## src/rtl/packet_decoder_stream.sv

```systemverilog
// packet_decoder_stream: reassembles IN_W-bit words into (value, column, row) entries queued in a FIFO; define PACKET_DECODER_ROW_DELTA_EN for delta-coded rows
module packet_decoder_stream #(
  parameter int IN_W  = 64,
  parameter int VAL_W = 64,
  parameter int IDX_W = 32,
  parameter int DEPTH = 4
) (
  input  logic                     clk,
  input  logic                     reset,
  input  logic                     clear,
  input  logic [IN_W-1:0]          data,
  input  logic                     push_in,
  output logic                     in_ready,
  output logic [VAL_W-1:0]         value,
  output logic [IDX_W-1:0]         column,
  output logic [IDX_W-1:0]         row,
  output logic                     push_out,
  input  logic                     pop,
  output logic [$clog2(DEPTH):0]   fill,
  output logic                     overflow
);
  localparam int PKT_W = VAL_W + 2 * IDX_W;
  localparam int WORDS = PKT_W / IN_W;
  localparam int WW    = WORDS > 1 ? $clog2(WORDS) : 1;
  localparam int AW    = $clog2(DEPTH);
  localparam int FW    = AW + 1;
  logic [WW-1:0]    widx;
  logic [PKT_W-1:0] pkt_buf, pkt, entry, head;
  logic [PKT_W-1:0] mem [DEPTH];
  logic [AW-1:0]    rd_ptr, wr_ptr;
  logic [FW-1:0]    cnt;
  logic [IDX_W-1:0] row_dec;
  logic             last, accept, wr, rd;
  assign last     = widx == WW'(WORDS - 1);
  assign in_ready = !last || cnt < FW'(DEPTH);
  assign accept   = push_in && in_ready && !clear;
  assign wr       = accept && last;
  assign push_out = cnt != '0;
  assign rd       = pop && push_out && !clear;
  assign fill     = cnt;
  always_comb begin
    pkt = pkt_buf;
    pkt[widx * IN_W +: IN_W] = data;
  end
`ifdef PACKET_DECODER_ROW_DELTA_EN
  logic [IDX_W-1:0] acc;
  assign row_dec = acc + pkt[IDX_W-1:0];
  always_ff @(posedge clk or negedge reset)
    if (!reset) acc <= '0;
    else if (clear) acc <= '0;
    else if (wr) acc <= row_dec;
`else
  assign row_dec = pkt[IDX_W-1:0];
`endif
  assign entry = {pkt[PKT_W-1:IDX_W], row_dec};
  always_ff @(posedge clk or negedge reset) begin
    if (!reset) begin
      widx     <= '0;
      pkt_buf  <= '0;
      rd_ptr   <= '0;
      wr_ptr   <= '0;
      cnt      <= '0;
      overflow <= 1'b0;
    end else begin
      if (push_in && !in_ready) overflow <= 1'b1;
      if (clear) begin
        widx   <= '0;
        rd_ptr <= '0;
        wr_ptr <= '0;
        cnt    <= '0;
      end else begin
        if (accept) begin
          pkt_buf <= pkt;
          widx    <= last ? '0 : widx + 1'b1;
        end
        if (wr) wr_ptr <= wr_ptr + 1'b1;
        if (rd) rd_ptr <= rd_ptr + 1'b1;
        cnt <= cnt + FW'(wr) - FW'(rd);
      end
    end
  end
  // storage needs no reset: the head is gated to zero while the FIFO is empty
  always_ff @(posedge clk)
    if (wr) mem[wr_ptr] <= entry;
  assign head   = mem[rd_ptr];
  assign value  = push_out ? head[PKT_W-1 -: VAL_W] : '0;
  assign column = push_out ? head[2*IDX_W-1:IDX_W] : '0;
  assign row    = push_out ? head[IDX_W-1:0] : '0;
endmodule

```

## config.mk

```make
export PLATFORM = sky130hd
export DESIGN_NAME = packet_decoder_stream
export DESIGN_NICKNAME = d
export VERILOG_FILES = /design/src/rtl/packet_decoder_stream.sv
export SDC_FILE = /design/constraint.sdc
export NUM_CORES = 1
export LEC_CHECK = 0
export BUFFER_PORTS_ARGS = -buffer_cell sky130_fd_sc_hd__buf_2
export CELL_PAD_IN_SITES_DETAIL_PLACEMENT = 1
export CELL_PAD_IN_SITES_GLOBAL_PLACEMENT = 2
export CORE_ASPECT_RATIO = 1.75
export CORE_UTILIZATION = 50
export DETAILED_ROUTE_END_ITERATION = 6
export PLACE_DENSITY_LB_ADDON = 0.1
export SYNTH_ARGS = -nofsm -noshare
export SYNTH_HDL_FRONTEND = slang
export SYNTH_SLANG_ARGS = --single-unit
export TNS_END_PERCENT = 5
```

## constraint.sdc

```tcl
create_clock -name clk -period 13.1 [get_ports clk]
set_input_delay 2.62 -clock clk [delete_from_list [all_inputs] [get_ports clk]]
set_output_delay 2.62 -clock clk [all_outputs]
set_load 0.02 [all_outputs]
```

Word-level counts from Yosys, hierarchy flattened. Memories as Yosys holds them, arrays and structs flattened. Cells that the tools add are included.

RAM bits: 512. Memories: 1. Register bits after elaboration: 137. Bits of input ports: 69. Output and inout port bits: 134. Word-level logic and storage cells: 46.

Order comparisons: 1. Shifts and indexed selects: 2. Add/subtract/negate cells: 6. Bitwise gates (word level): 1. Reductions and logical operators: 15. Mux-type cells: 14.

Memories: mem (words 4, width 128, rd ports 1, clocked after memory_dff 0, wr ports 1, RTL line 29) `logic [PKT_W-1:0] mem [DEPTH];`.

Operators by type and width (count): 128-bit bitwise mux (1); 64-bit by 34-bit variable shift with 128-bit output (first input constant) (1); 64-bit by 34-bit indexed part select with 128-bit output (1); 32-bit two-way mux (2); 64-bit two-way mux (1); 7-bit negation with 34-bit output (1); 2-bit two-way mux (4); 1-bit logical AND (6); 2-bit nonzero test (3); 1-bit two-way mux (5); 2-bit by 1-bit adder with 2-bit output (second input constant) (2); 3-bit by 1-bit adder with 3-bit output (1); 1-bit logical NOT (3); 3-bit less-than comparator (second input constant) (1); 3-bit two-way mux (1); 3-bit nonzero test (1); 3-bit by 1-bit subtractor with 3-bit output (1); 2-bit AND reduction (1); 1-bit adder (second input constant) (1); 1-bit logical OR (1); 1-bit NOT (1).

Depth between registers and ports, before layout.
Word-level depth: 8. Mapped depth: 11. Depth with buffers taken out: 9.

Least setup slack after synthesis. No wires, ideal clock.

Path type: input to register. Start point: input port clear. End point: memory mem[0][0] in the netlist's numbering (enable). Setup slack: 6.460 ns. Data required time: 12.597 ns. Setup time: 0.503 ns. Arrival: 6.137 ns. Path buffers: 1. Cell stages on the path: 3. Cell sequence: clkbuf_1 > and4bb_1 > and2_1.

Cells in the longest elaborated chain, start to end: 5.

Ends and longest elaborated chain: from (decl) (RTL line 10) `input logic clear,`; 1-bit logical NOT (RTL line 36) `assign accept = push_in && in_ready && !clear;`; 1-bit logical AND (RTL line 36); 1-bit logical AND (RTL line 37) `assign wr = accept && last;`; 1-bit two-way mux (RTL line 84) `if (wr) mem[wr_ptr] <= entry;`; 1-bit two-way mux (not written as such) (RTL line 84); to (decl) (RTL line 29).

No other way between the ends.

Worst setup path in the final report.
Start point: register rd_ptr[0]. End point: output port column[4].

Cells in the longest elaborated chain, start to end: 2.

Ends and longest elaborated chain: from (decl) (RTL line 30) `logic [AW-1:0] rd_ptr, wr_ptr;`; from (signal assigned) (RTL line 77) `if (rd) rd_ptr <= rd_ptr + 1'b1;`; memory read 4 x 128 bit; 32-bit two-way mux (RTL line 87) `assign column = push_out ? head[2*IDX_W-1:IDX_W] : '0;`; to (decl) (RTL line 15) `output logic [IDX_W-1:0] column,`.

No other way between the ends.

==> results.json <==
{
  "io_pins": 203,
  "syn-num-nets": 1351,
  "slew_viol_final": 0,
  "avgSynthCellArea_um2": 20.5,
  "place.gp.congestion": 0.705,
  "final_nets": 1556,
  "insertion_delay_ns": 0.58,
  "hold_viol": 0,
  "powerDensity_nw_per_um2": 195,
  "grtUsageTotal_pct": 21.3,
  "slowest_stage": "buf_4",
  "synthTopCellsByArea": "edfxtp_1 (59%), dfrtp_1 (13%), mux4_2 (11%)",
  "fp.dieH_um": 305,
  "max_freq_ghz": 0.158,
  "antenna_left": 0,
  "netlist_area_um2": 26200,
  "drtIter0Drc": 715,
  "cts_buffers": 56,
  "worst_pin_slew_ns": 1.17,
  "synth-seq-area-share_pct": 71.8,
  "synth_cell_type_count": 25,
  "drive_gt1_share_pct": 44.3,
  "dp.cells": 2094,
  "synthCells": 1275,
  "fin_skew_ns": 0.0126,
  "dp_hpwl_um": 32700,
  "ys_seq_elements": 649,
  "post-route-min-period_ns": 6.33,
  "grt_pass1_vias": 13781,
  "cts_resized": 0,
  "max_slew_margin_pct": 21.8,
  "cts.sinks": 649,
  "yosysTopAreaCell": "edfxtp_1",
  "wl_per_cell_um": 25.0,
  "crit_path_end_kind": "primary output",
  "postCtsSetupRepairBufs": 0,
  "antenna_found_initial": 3,
  "dieArea_um2": 53300,
  "path_clk_slew_ns": 0.06,
  "cts_buffer_depth": 3,
  "critPathMaxFanout": 40,
  "syn_to_final_growth_pct": 12.7,
  "rsz0062_at_grt": "no",
  "p_leak_nw": 10.4,
  "ir_worst_vdd_uv": 145,
  "cts_tree": "yes",
  "row_count": 110,
  "vias": 12374,
  "yosys_warnings": 0,
  "hp-class": "flop to flop",
  "cp-start-kind": "flop",
  "dieWidth_um": 175,
  "place_ws_ns": 7.22,
  "synth_top_area_share_pct": 58.7,
  "core_area_um2": 51600,
  "grt_pass1_wl_um": 84900,
  "worst_ep_required_time_ns": 10.48,
  "drv_cap": 0,
  "path_cells": "buf_4, buf_4, mux4_2, and2_1, buf_2",
  "cts_root_buffer": "clkbuf_16",
  "fin_ws_ns": 6.77,
  "first_pass_iters": 4,
  "critPathKind": "flop to primary output",
  "routed_wirelength_um": 55000,
  "critPathArrivalTime_ns": 3.71,
  "final.setup.tns_ns": 0,
  "io_buffer_count": 202,
  "cts_hold_buf": 0,
  "status": "completed",
  "drc_errors": 0,
  "setup_viol": 0,
  "grt-ovfl-total": 0,
  "grt_max_degree": 78,
  "via_per_inst": 5.63,
  "final_cells": 2199,
  "htree_levels": 2,
  "crit_top_cell": "buf_4",
  "crit_path_max_incr_delay_ns": 0.74,
  "finalCritPeriodShare_pct": 48.3,
  "initial_core_util_pct": 50.7
}
-- cells by family (layout without fill, tap and decap cells) --
logic type	Yosys count	count (layout)	synth area share, %
AOI/OAI and AO/OA	5	5	0.143
xor gates and xnor gates	5	5	0.167
adders and majority gates	7	7	0.363
buffers and inverters	79	330	2.01
DFF	649	649	71.8
muxes	384	384	22.0
other	0	1	0
and+or+nand+nor	146	146	3.44
-- state kept, by name (all words and copies together) (netlist names) --
signal and count:
last 1, pkt_buf 128, wr_ptr 2, overflow 1, rd_ptr 2, mem 512, fill 3
-- critical path: cells and delay by family, from the launching register on --
| family | cells | cell delay, ns |
|---|---|---|
| buffers and inverters | 3 | 1.57 |
| DFF | 1 | 0.69 |
| muxes | 1 | 0.61 |
| and+or+nand+nor | 1 | 0.18 |
-- where the power goes --
part | internal, mW | total (mW) | switching (mW)
clock | 0.926 | 1.64 | 0.713
sequential | 2.56 | 2.67 | 0.112
combinational | 0.635 | 1.43 | 0.799
-- metal layers --
layer | wire length, um | track usage (%) | vias to the layer above
li1 | - | - | 5418
met1 | 22200 | 26.7 | 6626
met2 | 29500 | 38.5 | 246
met3 | 1740 | 2.46 | 82
met4 | 1560 | 6.67 | 2
met5 | 17 | 0 | -
-- stage by stage --
stage                     hold slack (ns)  utilization (%)  area (um^2)  power, mW
final                               0.492             57.2        29500       5.75
after global routing                0.510             57.2        29500       6.01
after CTS                           0.493             57.2        29500       5.83
after detailed placement            0.479             53.7        27700       4.19
after global placement              0.468             53.7        27700       4.13
after floorplan                     0.459                -        26200       3.75
-- synth_stat cells (all sizes together) --
cell type / n
a31o: 1
ha: 6
nor2b: 1
nand3b: 2
o31ai: 2
clkbuf: 17
nand2: 2
and2: 132
dfrtp: 137
mux2: 256
nor2: 7
o21ai: 1
buf: 57
edfxtp: 512
xnor2: 2
inv: 5
xor2: 3
or3: 1
fa: 1
mux4: 128
o311ai: 1
and4bb: 1
-- placed cells by master, fill, tap and decap left out, types with 2 or more instances in the layout --
master	count
and2_1	128
and2_4	4
buf_2	201
buf_4	19
bufinv_16	4
clkbuf_1	21
clkbuf_16	57
clkbuf_8	8
clkinv_1	6
clkinv_2	4
clkinvlp_4	3
dfrtp_1	134
dfrtp_4	3
edfxtp_1	512
ha_1	6
inv_1	5
mux2_1	15
mux2_2	241
mux4_2	128
nand2_1	2
nand3b_1	2
nor2_1	7
o31ai_1	2
xnor2_1	2
xor2_1	3
-- cell type report --
class                           instances  area, um^2
Clock inverter                         18         194
Multi-Input combinational cell        547        6860
Inverter                                5        18.8
Sequential cell                       649       18800
Antenna cell                            1        2.50
Fill cell                            4543       22100
Tap cell                              672         841
Timing Repair Buffer                  221        1160
Clock buffer                           86        1620
-- final timing paths --
kind                             start            to  slack, ns  depth (start not counted)
min                        pkt_buf[44]   pkt_buf[44]       0.49                          1
max                          rd_ptr[0]     column[4]       6.77                          5
max in group asynchronous        reset     rd_ptr[0]       9.42                          2
min reg2reg                pkt_buf[44]   pkt_buf[44]       0.49                          1
max reg2reg                       last  pkt_buf[103]       9.80                          4
min in group asynchronous        reset   pkt_buf[85]       2.11                          1
Power figures use the tool's default switching activity.
